**config.mk**
```make
export PLATFORM = sky130hd
export DESIGN_NAME = lfsr_gen
export DESIGN_NICKNAME = d
export VERILOG_FILES = /design/src/rtl/lfsr_gen.sv
export SDC_FILE = /design/constraint.sdc
export NUM_CORES = 1
export LEC_CHECK = 0
export CAP_MARGIN = 20
export CORE_MARGIN = 2
export CORE_UTILIZATION = 41
export DETAILED_ROUTE_END_ITERATION = 12
export GPL_ROUTABILITY_DRIVEN = 0
export PLACE_DENSITY_LB_ADDON = 0.1
export SYNTH_ARGS = -nofsm -noshare
export SYNTH_HDL_FRONTEND = slang
export SYNTH_SLANG_ARGS = --single-unit
export TNS_END_PERCENT = 30
```
**constraint.sdc**
```tcl
create_clock -name clk -period 1.74 [get_ports clk]
set_input_delay 0.348 -clock clk [delete_from_list [all_inputs] [get_ports clk]]
set_output_delay 0.348 -clock clk [all_outputs]
set_load 0.01 [all_outputs]
```
**src/rtl/lfsr_gen.sv**
```systemverilog
// -----------------------------------------------------------------------------
// lfsr_gen
//   Parametrised Fibonacci LFSR pseudo-random source with runtime seed load,
//   a valid/ready output stream and recovery from the all-zero lock-up state.
//   With WIDTH=10, TAPS=10'h240 and STEPS=1 the sequence is bit-identical to
//   the earlier fixed 10-bit generator.
//
// Parameters
//   WIDTH  state/output width in bits (3..32)
//   TAPS   feedback mask, bit i set => state[i] feeds the XOR
//   SEED   reset seed, also substituted for an all-zero seed load (non-zero)
//   STEPS  single-bit shifts applied per advance (1..WIDTH)
//
// Ports
//   clk        in   rising-edge clock
//   rst_n      in   asynchronous active-low reset
//   enable     in   global advance enable
//   seed_load  in   seed load request (single-cycle pulse)
//   seed_val   in   seed value, sampled when seed_load=1
//   out_ready  in   consumer ready
//   out_valid  out  rand_val holds a fresh value
//   rand_val   out  current LFSR state
//   lockup     out  sticky: all-zero state seen and recovered; cleared by load
//
// Optional feature (macro LFSR_PERIOD_MON_EN)
//   wrap       out  one-cycle pulse when an advance returns to the last seed
//   adv_cnt    out  advances since last reset/reload, modulo 2^WIDTH
// -----------------------------------------------------------------------------
module lfsr_gen #(
    parameter int unsigned      WIDTH = 10,
    parameter logic [WIDTH-1:0] TAPS  = WIDTH'(10'h240),
    parameter logic [WIDTH-1:0] SEED  = WIDTH'(1),
    parameter int unsigned      STEPS = 1
) (
    input  logic             clk,
    input  logic             rst_n,
    input  logic             enable,
    input  logic             seed_load,
    input  logic [WIDTH-1:0] seed_val,
    input  logic             out_ready,
    output logic             out_valid,
    output logic [WIDTH-1:0] rand_val,
    output logic             lockup
`ifdef LFSR_PERIOD_MON_EN
    ,
    output logic             wrap,
    output logic [WIDTH-1:0] adv_cnt
`endif
);

    typedef enum logic [1:0] {
        ST_INIT   = 2'd0,
        ST_RUN    = 2'd1,
        ST_RELOAD = 2'd2
    } fsm_e;

    fsm_e             fsm_q;
    logic [WIDTH-1:0] state_q;
    logic             out_valid_q;
    logic             lockup_q;

    logic [WIDTH-1:0] adv_d;
    logic [WIDTH-1:0] load_d;
    logic             accept;

`ifdef LFSR_PERIOD_MON_EN
    logic [WIDTH-1:0] adv_cnt_q;
    logic [WIDTH-1:0] seed_cap_q;
    logic             wrap_q;
`endif

    // One Fibonacci shift: feedback is the parity of the tapped bits,
    // shifted in at the LSB.
    function automatic logic [WIDTH-1:0] lfsr_step(input logic [WIDTH-1:0] s);
        logic fb;
        fb = ^(s & TAPS);
        return {s[WIDTH-2:0], fb};
    endfunction

    always_comb begin
        adv_d = state_q;
        for (int unsigned i = 0; i < STEPS; i++) begin
            adv_d = lfsr_step(adv_d);
        end
        load_d = (seed_val == '0) ? SEED : seed_val;
        accept = (fsm_q == ST_RUN) && out_valid_q && out_ready && enable;
    end

    // Priority: seed load > zero-state recovery > normal handshake.
    // out_valid is registered, so an advance that would land on zero clears
    // it at the same edge; the zero value is therefore never shown as valid,
    // and the following edge substitutes SEED.
    always_ff @(posedge clk or negedge rst_n) begin
        if (!rst_n) begin
            fsm_q       <= ST_INIT;
            state_q     <= SEED;
            out_valid_q <= 1'b0;
            lockup_q    <= 1'b0;
`ifdef LFSR_PERIOD_MON_EN
            adv_cnt_q   <= '0;
            seed_cap_q  <= SEED;
            wrap_q      <= 1'b0;
`endif
        end else begin
`ifdef LFSR_PERIOD_MON_EN
            wrap_q <= 1'b0;
`endif
            if (seed_load) begin
                fsm_q       <= ST_RELOAD;
                state_q     <= load_d;
                out_valid_q <= 1'b0;
                lockup_q    <= 1'b0;
`ifdef LFSR_PERIOD_MON_EN
                adv_cnt_q   <= '0;
                seed_cap_q  <= load_d;
`endif
            end else if (state_q == '0) begin
                fsm_q       <= ST_RUN;
                state_q     <= SEED;
                out_valid_q <= 1'b1;
                lockup_q    <= 1'b1;
            end else begin
                unique case (fsm_q)
                    ST_INIT, ST_RELOAD: begin
                        fsm_q       <= ST_RUN;
                        out_valid_q <= 1'b1;
                    end
                    ST_RUN: begin
                        if (accept) begin
                            state_q     <= adv_d;
                            out_valid_q <= (adv_d != '0);
`ifdef LFSR_PERIOD_MON_EN
                            adv_cnt_q   <= adv_cnt_q + WIDTH'(1);
                            wrap_q      <= (adv_d == seed_cap_q);
`endif
                        end else begin
                            out_valid_q <= 1'b1;
                        end
                    end
                    default: begin
                        fsm_q       <= ST_INIT;
                        out_valid_q <= 1'b0;
                    end
                endcase
            end
        end
    end

    assign out_valid = out_valid_q;
    assign rand_val  = state_q;
    assign lockup    = lockup_q;

`ifdef LFSR_PERIOD_MON_EN
    assign wrap    = wrap_q;
    assign adv_cnt = adv_cnt_q;
`endif

endmodule
```
# [After elaboration in Yosys (flattened, before gate mapping)]
# Index checks and enable logic that the tools add are counted.
[word_totals] register_bits=14 out_inout_bits=12
[classes] muxes=14 n_eq_ne=3 reduce_logical=13
[ops] operator="$mux W10" n=5
[ops] operator="$logic_not A10 Y1" n=2
[ops] operator="$reduce_bool A10 Y1" n=1
[ops] operator="$reduce_xor A10 Y1" n=1
[ops] operator="$reduce_bool A3 Y1" n=2
[ops] operator="$mux W1" n=5
[ops] operator="$mux W2" n=2
[ops] operator="$pmux W2 S2" n=1
[ops] operator="$logic_and A1 B1 Y1" n=3
[ops] operator="$ne A3 B2 Y1 const B" n=1
[ops] operator="$eq A2 B1 Y1 const B" n=1
[ops] operator="$eq A2 B2 Y1 const B" n=1
[ops] operator="$logic_not A2 Y1" n=1
[ops] operator="$pmux W1 S2" n=1
[ops] operator="$reduce_and A2 Y1" n=1
[ops] operator="$reduce_bool A2 Y1" n=1
[ops] operator="$reduce_or A2 Y1" n=1

# [Logic depth before layout (Yosys ltp)]
# Gate-level depths: netlist (run 1).
[logic_depth] depth_word=8 depth_mapped=5

# [Worst setup path before layout (run 1)]
# Ideal clock, no wire load.
[synth_path] kind="register to register" startpoint="reg state_q[2] (netlist: rand_val[2])" endpoint="reg state_q[9] (netlist: rand_val[9])" path_stages_with_launch=5 setup_ps=80 slack_ps=359 n_path_buf=0 period_less_slack_ps=1381 t_required_ps=1660 arrival_ps=1302 cell_sequence="dfrtp_1 nor4_2 nand4_1 a21boi_0 a2bb2oi_1"
[synth_between] elab_chain_len=3
[synth_lines] element="from (decl)" line_no="58" rtl="logic [WIDTH-1:0] state_q;"
[synth_lines] element="from (signal assigned)" line_no="110" rtl="state_q <= load_d;"
[synth_lines] element="from (signal assigned)" line_no="130" rtl="state_q <= adv_d;"
[synth_lines] element="$logic_not A10 Y1 (*)" line_no="117" rtl="end else if (state_q == '0) begin"
[synth_lines] element="$reduce_bool A3 Y1 (no line) or $mux W10 (tied branches)"
[synth_lines] element="$reduce_and A2 Y1 (no line) or $mux W10 (tied branches)"
# Every way passes the cells marked *; elsewhere a longest branch is shown, timed or not.
# A chain may end at the register's enable or synchronous reset.

# [Final worst setup path (run 1)]
[layout_path] startpoint="reg state_q[6] (netlist: rand_val[6])" endpoint="out rand_val[6]"
[layout_lines] element="to (decl)" line_no="42" rtl="output logic [WIDTH-1:0] rand_val,"
# No word-level cell between the ends.

==> results of run 1 <==
==> worst register-to-register path: stages, from the launching register on <==
cell	delay, ns
dfrtp_1	0.43
nor4_2	0.37
a41oi_2	0.29
nand2_2	0.24
a2bb2oi_1	0.18
==> power by group <==
group / internal [mW] / leakage, nW / switching, mW
Sequential: 0.354 / 0.167 / 0.0315
Clock: 0.127 / 0.0210 / 0.114
Combinational: 0.107 / 0.230 / 0.0701
==> kinds of logic (layout without fill, tap and decap cells) <==
| logic type | Yosys count | in the layout | synth area share (%) |
|---|---|---|---|
| AOI/OAI and AO/OA | 26 | 26 | 28.1 |
| xor gates and xnor gates | 1 | 1 | 1.28 |
| buffers and inverters | 6 | 35 | 3.28 |
| DFF | 14 | 14 | 51.2 |
| muxes | 1 | 1 | 1.46 |
| and+or+nand+nor | 19 | 19 | 14.8 |
==> what timing repair did <==
item | in CTS | in global routing
endpoints found under the setup margin | 1 | 0
setup buffers | 0 | 0
resized for setup | 1 | 0
==> layout by cell type, fill, tap and decap left out, types with 2 or more instances in the layout <==
cell type / instances
a31oi_1: 2
buf_4: 3
o21ai_0: 8
dfrtp_1: 13
a2bb2oi_1: 8
nand4_1: 2
a21oi_1: 3
nor2_1: 4
nand2_1: 8
inv_1: 2
clkdlybuf4s50_1: 25
clkbuf_4: 3
==> registers in the layout, summed over array words and instances, names as in the netlist <==
| name | cells |
|---|---|
| fsm_q | 2 |
| lockup | 1 |
| rand_val | 10 |
| out_valid | 1 |
==> final timing paths <==
check,from,endpoint,slack [ns],cells after the start
min in group clk,fsm_q[1]$_DFFE_PN0P_,fsm_q[0]$_DFFE_PN0P_,0.48,1
hold reg to reg,fsm_q[1]$_DFFE_PN0P_,fsm_q[0]$_DFFE_PN0P_,0.48,1
setup / recovery,rand_val[6]$_DFFE_PN0P_,rand_val[6],0.08,1
hold / removal,rst_n,rand_val[8]$_DFFE_PN0P_,0.36,2
setup reg to reg,rand_val[2]$_DFFE_PN0P_,rand_val[7]$_DFFE_PN0P_,0.15,4
max in group asynchronous,rst_n,rand_val[0]$_DFFE_PN1P_,1.14,2
==> metrics by stage <==
step           hold slack (ns)  setup WS (ns)  setup TNS [ns]  utilization [%]  power (mW)
3_3_place_gp             0.457        -0.0796         -0.0913             63.2       0.566
5_1_grt                  0.368         0.0415               0             65.5       0.844
4_1_cts                  0.374         0.0818               0             65.5       0.813
3_5_place_dp             0.471         -0.112          -0.166             63.2       0.571
2_1_floorplan           0.0524          0.359               0                -       0.459
6_report                 0.365         0.0807               0             65.5       0.804
==> layout make-up <==
cell class	instances	area [um^2]	area share [%]
clock buffers	4	36.3	3.59
inverters	2	7.51	0.743
multi-input cells	47	313	31.0
flip-flops and latches	14	352	34.8
well taps	16	20.0	1.98
repair buffers	29	282	27.9
==> layer usage <==
| metal | share of wire [%] | wire [um] | track usage, % |
|---|---|---|---|
| met5 | 0 | 0 | 0 |
| met4 | 0.82 | 14 | 7.06 |
| met3 | 8.0 | 136 | 5.20 |
| met2 | 45 | 766 | 28.3 |
| met1 | 46 | 788 | 25.6 |
==> flow_summary.toml, run 1 <==
[run_status]
status = "completed"

[logic_synthesis]
synth_fp_nets = 82
synth_common_cells = "13 x dfrtp_1, 8 x a2bb2oi_1, 8 x nand2_1, 8 x o21ai_0"
avgSynthCellArea_um2 = 10.3
yosys.area.top_type = "dfrtp_1"
ys_warn_count = 0
async_reset_ff_share_pct = 100
yosysMostFrequentCell = "dfrtp_1"
synth.distinct_cells = 23
seq_area_frac_synth_pct = 51.2
synth-edff-count = 0
synth_seq_cells = 14
yosysTopAreaCellShare_pct = 47.4
synth_top_flop_cell = "dfrtp_1"
netlist_instances = 67
syn_area_um2 = 687
yosys-top-cells-area = "dfrtp_1 47%, a2bb2oi_1 10%, o21ai_0 5.8%"

[drt]
drcViolationCount = 0
wire_per_inst_um = 15.2
drtPass1Iterations = 4
vias = 642
drtAntennaViolNets = 0
drtIter0Drc = 13
vias_per_cell = 5.73
drt_wl_total_um = 1710

[timing]
rsz0062_at_grt = "no"
slew_headroom_pct = 74.1
period_minus_slack_ns = 1.66
setup_viol = 0
drv_slew = 0
hold_viol_final = 0
worst_pin_slew_ns = 0.389
fmax_mhz = 603
period_share_pct = 95.4
fin_skew_ns = 0.00507

[floorplan]
ios = 27
fp.dieH_um = 44.9
die_area_um2 = 2020
core.rowCount = 14
dieWidth_um = 44.9
initial_utilization_pct = 44.6
core_um2 = 1540

[power_and_ir_drop]
p_leak_nw = 0.418
p_per_area_nw_per_um2 = 796
ir_worst_vdd_v = 0.000427

[clock_tree]
clk_pin_slew_ns = 0.09
cts_buffer_depth = 2
insertion_delay_ns = 0.29
cts-root-buf = "clkbuf_4"
holdBufCountCts = 0
cts_inserted_buffers = 3
cts_tree = "done"
cts_sinks = 14
cts_max_level = 1

[finish]
stdcell_area_um2 = 1010
num_antenna_cells = 0
finalNonFillerCells = 112
drive_above_1_share_pct = 14.6
nets = 112
syn2layout_area_growth_pct = 47.0
nFillCells = 137

[global_routing]
grt_pass1_wl_um = 2670
grt_max_degree = 18
grtUsageTotal_pct = 18.7
antenna_found_initial = 0
grt-ovfl-total = 0
grt_pass1_vias = 566

[placement]
port_buffers = 26
dp.cells = 108
place_hpwl_um = 1230
dpl_cell_area_um2 = 975

[setup_path]
path_class = "flip-flop to primary output"
required_ns = 1.39
worst-path-max-fanout = 5
end_kind = "primary output"
worstPathArrival_ns = 1.31
slowest_stage = "clkdlybuf4s50_1"
cp_num_buf_inv = 1
path_delay_family = "buffers and inverters"
cp_cell_sequence = "clkdlybuf4s50_1"
cp-start-kind = "flip-flop"
cpPeakStageDelay_ns = 0.57

[worst_hold_path]
hold_path_class = "input port to asynchronous set/reset pin"

[run]
drv_cap = 0
(Power assumes the default switching activity.)
==> run 2: changes to the inputs <==
==> constraint.sdc (replaced) <==
create_clock -name clk -period 1.7 [get_ports clk]
set_input_delay 0.34 -clock clk [delete_from_list [all_inputs] [get_ports clk]]
set_output_delay 0.34 -clock clk [all_outputs]
set_load 0.01 [all_outputs]
==> run 2 against run 1 <==
  * Register-to-register slack better by 0.03 ns
  * Sequential share of layout area decreased by 0.51 points
  * Critical path depth unchanged
  * Clock skew up 0.0065 ns
  * Largest power group unchanged
  * Clock power about the same
  * First-iteration DRC count grew 31%
  * Die area did not move
  * Critical path type unchanged
  * Final cell count up 1.8%
  * Combinational power increased by 2%
==> flow_summary.toml, run 2 (same netlist as run 1, synthesis figures left out) <==
[setup_path]
worstPathArrival_ns = 1.30
timing.rr.end = "rand_val[1]$_DFFE_PN0P_"
cp_num_buf_inv = 1
cp_cell_sequence = "clkdlybuf4s50_1"
r2r_setup_slack_ns = 0.18
required_ns = 1.36
r2r_start = "rand_val[2]$_DFFE_PN0P_"
slowest_stage = "clkdlybuf4s50_1"
cpPeakStageDelay_ns = 0.57
path_class = "flip-flop to primary output"
worst-path-max-fanout = 5
path_delay_family = "buffers and inverters"
worstRegToRegCells = 4
cp-start-kind = "flip-flop"
end_kind = "primary output"

[power_and_ir_drop]
comb_power_share_pct = 22.3
p_per_area_nw_per_um2 = 794
power_switching_mw = 0.210
ir_worst_vdd_v = 0.000518
p_leak_nw = 0.427
clkPwrFrac_pct = 29.4
swShare_pct = 25.8
sequentialPowerShare_pct = 48.4
internal_power_mw = 0.603

[clock_tree]
cts_inserted_buffers = 3
insertion_delay_ns = 0.28
holdBufCountCts = 0
clk_pin_slew_ns = 0.09
cts-root-buf = "clkbuf_4"
cts_buffer_depth = 2
cts_max_level = 1
cts_tree = "done"
cts_sinks = 14

[placement]
dp.cells = 109
dpl_cell_area_um2 = 982
pre_cts_ws_ns = -0.171
port_buffers = 26

[floorplan]
core_um2 = 1540
dieWidth_um = 44.9
die_area_um2 = 2020
core.rowCount = 14
ios = 27
fp.dieH_um = 44.9
initial_utilization_pct = 44.6

[global_routing]
grtUsageTotal_pct = 19.7
grt_pass1_wl_um = 2790
grt_max_degree = 18
grt-ovfl-total = 0
grt_pass1_vias = 622
antenna_found_initial = 0

[drt]
drtIter0Drc = 17
wire_per_inst_um = 14.5
vias_per_cell = 5.68
drtAntennaViolNets = 0
drt_wl_total_um = 1660
vias = 647
drtPass1Iterations = 4
drcViolationCount = 0

[finish]
multiInputGateArea_um2 = 313
ff_latch_area_um2 = 352
final_common_cell = "clkdlybuf4s50_1"
nets = 114
syn2layout_area_growth_pct = 49.2
finalNonFillerCells = 114
drive_above_1_share_pct = 16.3
nFillCells = 133
utilization_pct = 66.5
stdcell_area_um2 = 1020
final_cell_mix = "25 x clkdlybuf4s50_1, 13 x dfrtp_1, 8 x o21ai_0, 8 x nand2_1, 8 x a2bb2oi_1"
largest_reg_flops = 10
num_antenna_cells = 0

[timing]
fmax_mhz = 611
slew_headroom_pct = 78.3
worst_pin_slew_ns = 0.322
setup_ws_ns = 0.0627
drv_slew = 0
setup_viol = 0
fin_skew_ns = 0.0115
rsz0062_at_grt = "no"
period_minus_slack_ns = 1.64
hold_viol_final = 0
tns_ns = 0
period_share_pct = 96.3

[worst_hold_path]
hold_path_class = "input port to asynchronous set/reset pin"

[run]
drv_cap = 0

[run_status]
status = "completed"
run 2: cell types whose count changed in the layout (fill, tap and decap cells not counted):
cell,change
buf_4,+2
run 2: repair_timing:
| action | in CTS | in global routing |
|---|---|---|
| setup buffers | 0 | 1 |
| gates resized for setup | 1 | 0 |
| setup endpoints to repair | 1 | 1 |
| pin swaps | 0 | 1 |
run 2: how the worst max path moves through the flow:
stage / end / startpoint / depth (start not counted)
floorplan: rand_val[9]$_DFFE_PN0P_ / rand_val[2]$_DFFE_PN0P_ / 4
global placement: rand_val[0]$_DFFE_PN1P_ / seed_val[6] / 5
detailed placement: rand_val[0]$_DFFE_PN1P_ / seed_val[6] / 5
CTS: rand_val[6] / rand_val[6]$_DFFE_PN0P_ / 1
global route: rand_val[6] / rand_val[6]$_DFFE_PN0P_ / 1
finish: rand_val[6] / rand_val[6]$_DFFE_PN0P_ / 1
run 2: layout make-up:
type / instances / share of cell area (%)
sequential: 14 / 34.3
clock buffer: 4 / 3.54
tap: 16 / 1.95
timing repair buffer: 31 / 28.9
inverter: 2 / 0.733
multi-input combinational: 47 / 30.5
run 2: per-stage QoR:
stage / hold WS, ns / power, mW
2_1_floorplan: 0.0444 / 0.470
3_3_place_gp: 0.457 / 0.582
3_5_place_dp: 0.470 / 0.584
4_1_cts: 0.364 / 0.825
5_1_grt: 0.373 / 0.857
6_report: 0.365 / 0.813
run 2: layer usage:
metal	wire (um)	track usage [%]	up-vias	share of wire, %
li1	-	-	313	-
met1	758	23.9	304	46
met2	765	32.0	26	46
met3	107	3.60	4	6.5
met4	23	12.4	0	1.4
met5	0	0	-	0
run 2: power by group through the flow:
stage / Clock [mW] / Sequential (mW) / Combinational, mW
after detailed placement: 0 / 0.400 / 0.184
after global routing: 0.262 / 0.398 / 0.197
after global placement: 0 / 0.400 / 0.182
after floorplan: 0 / 0.406 / 0.0639
after CTS: 0.249 / 0.394 / 0.183
final: 0.239 / 0.393 / 0.181
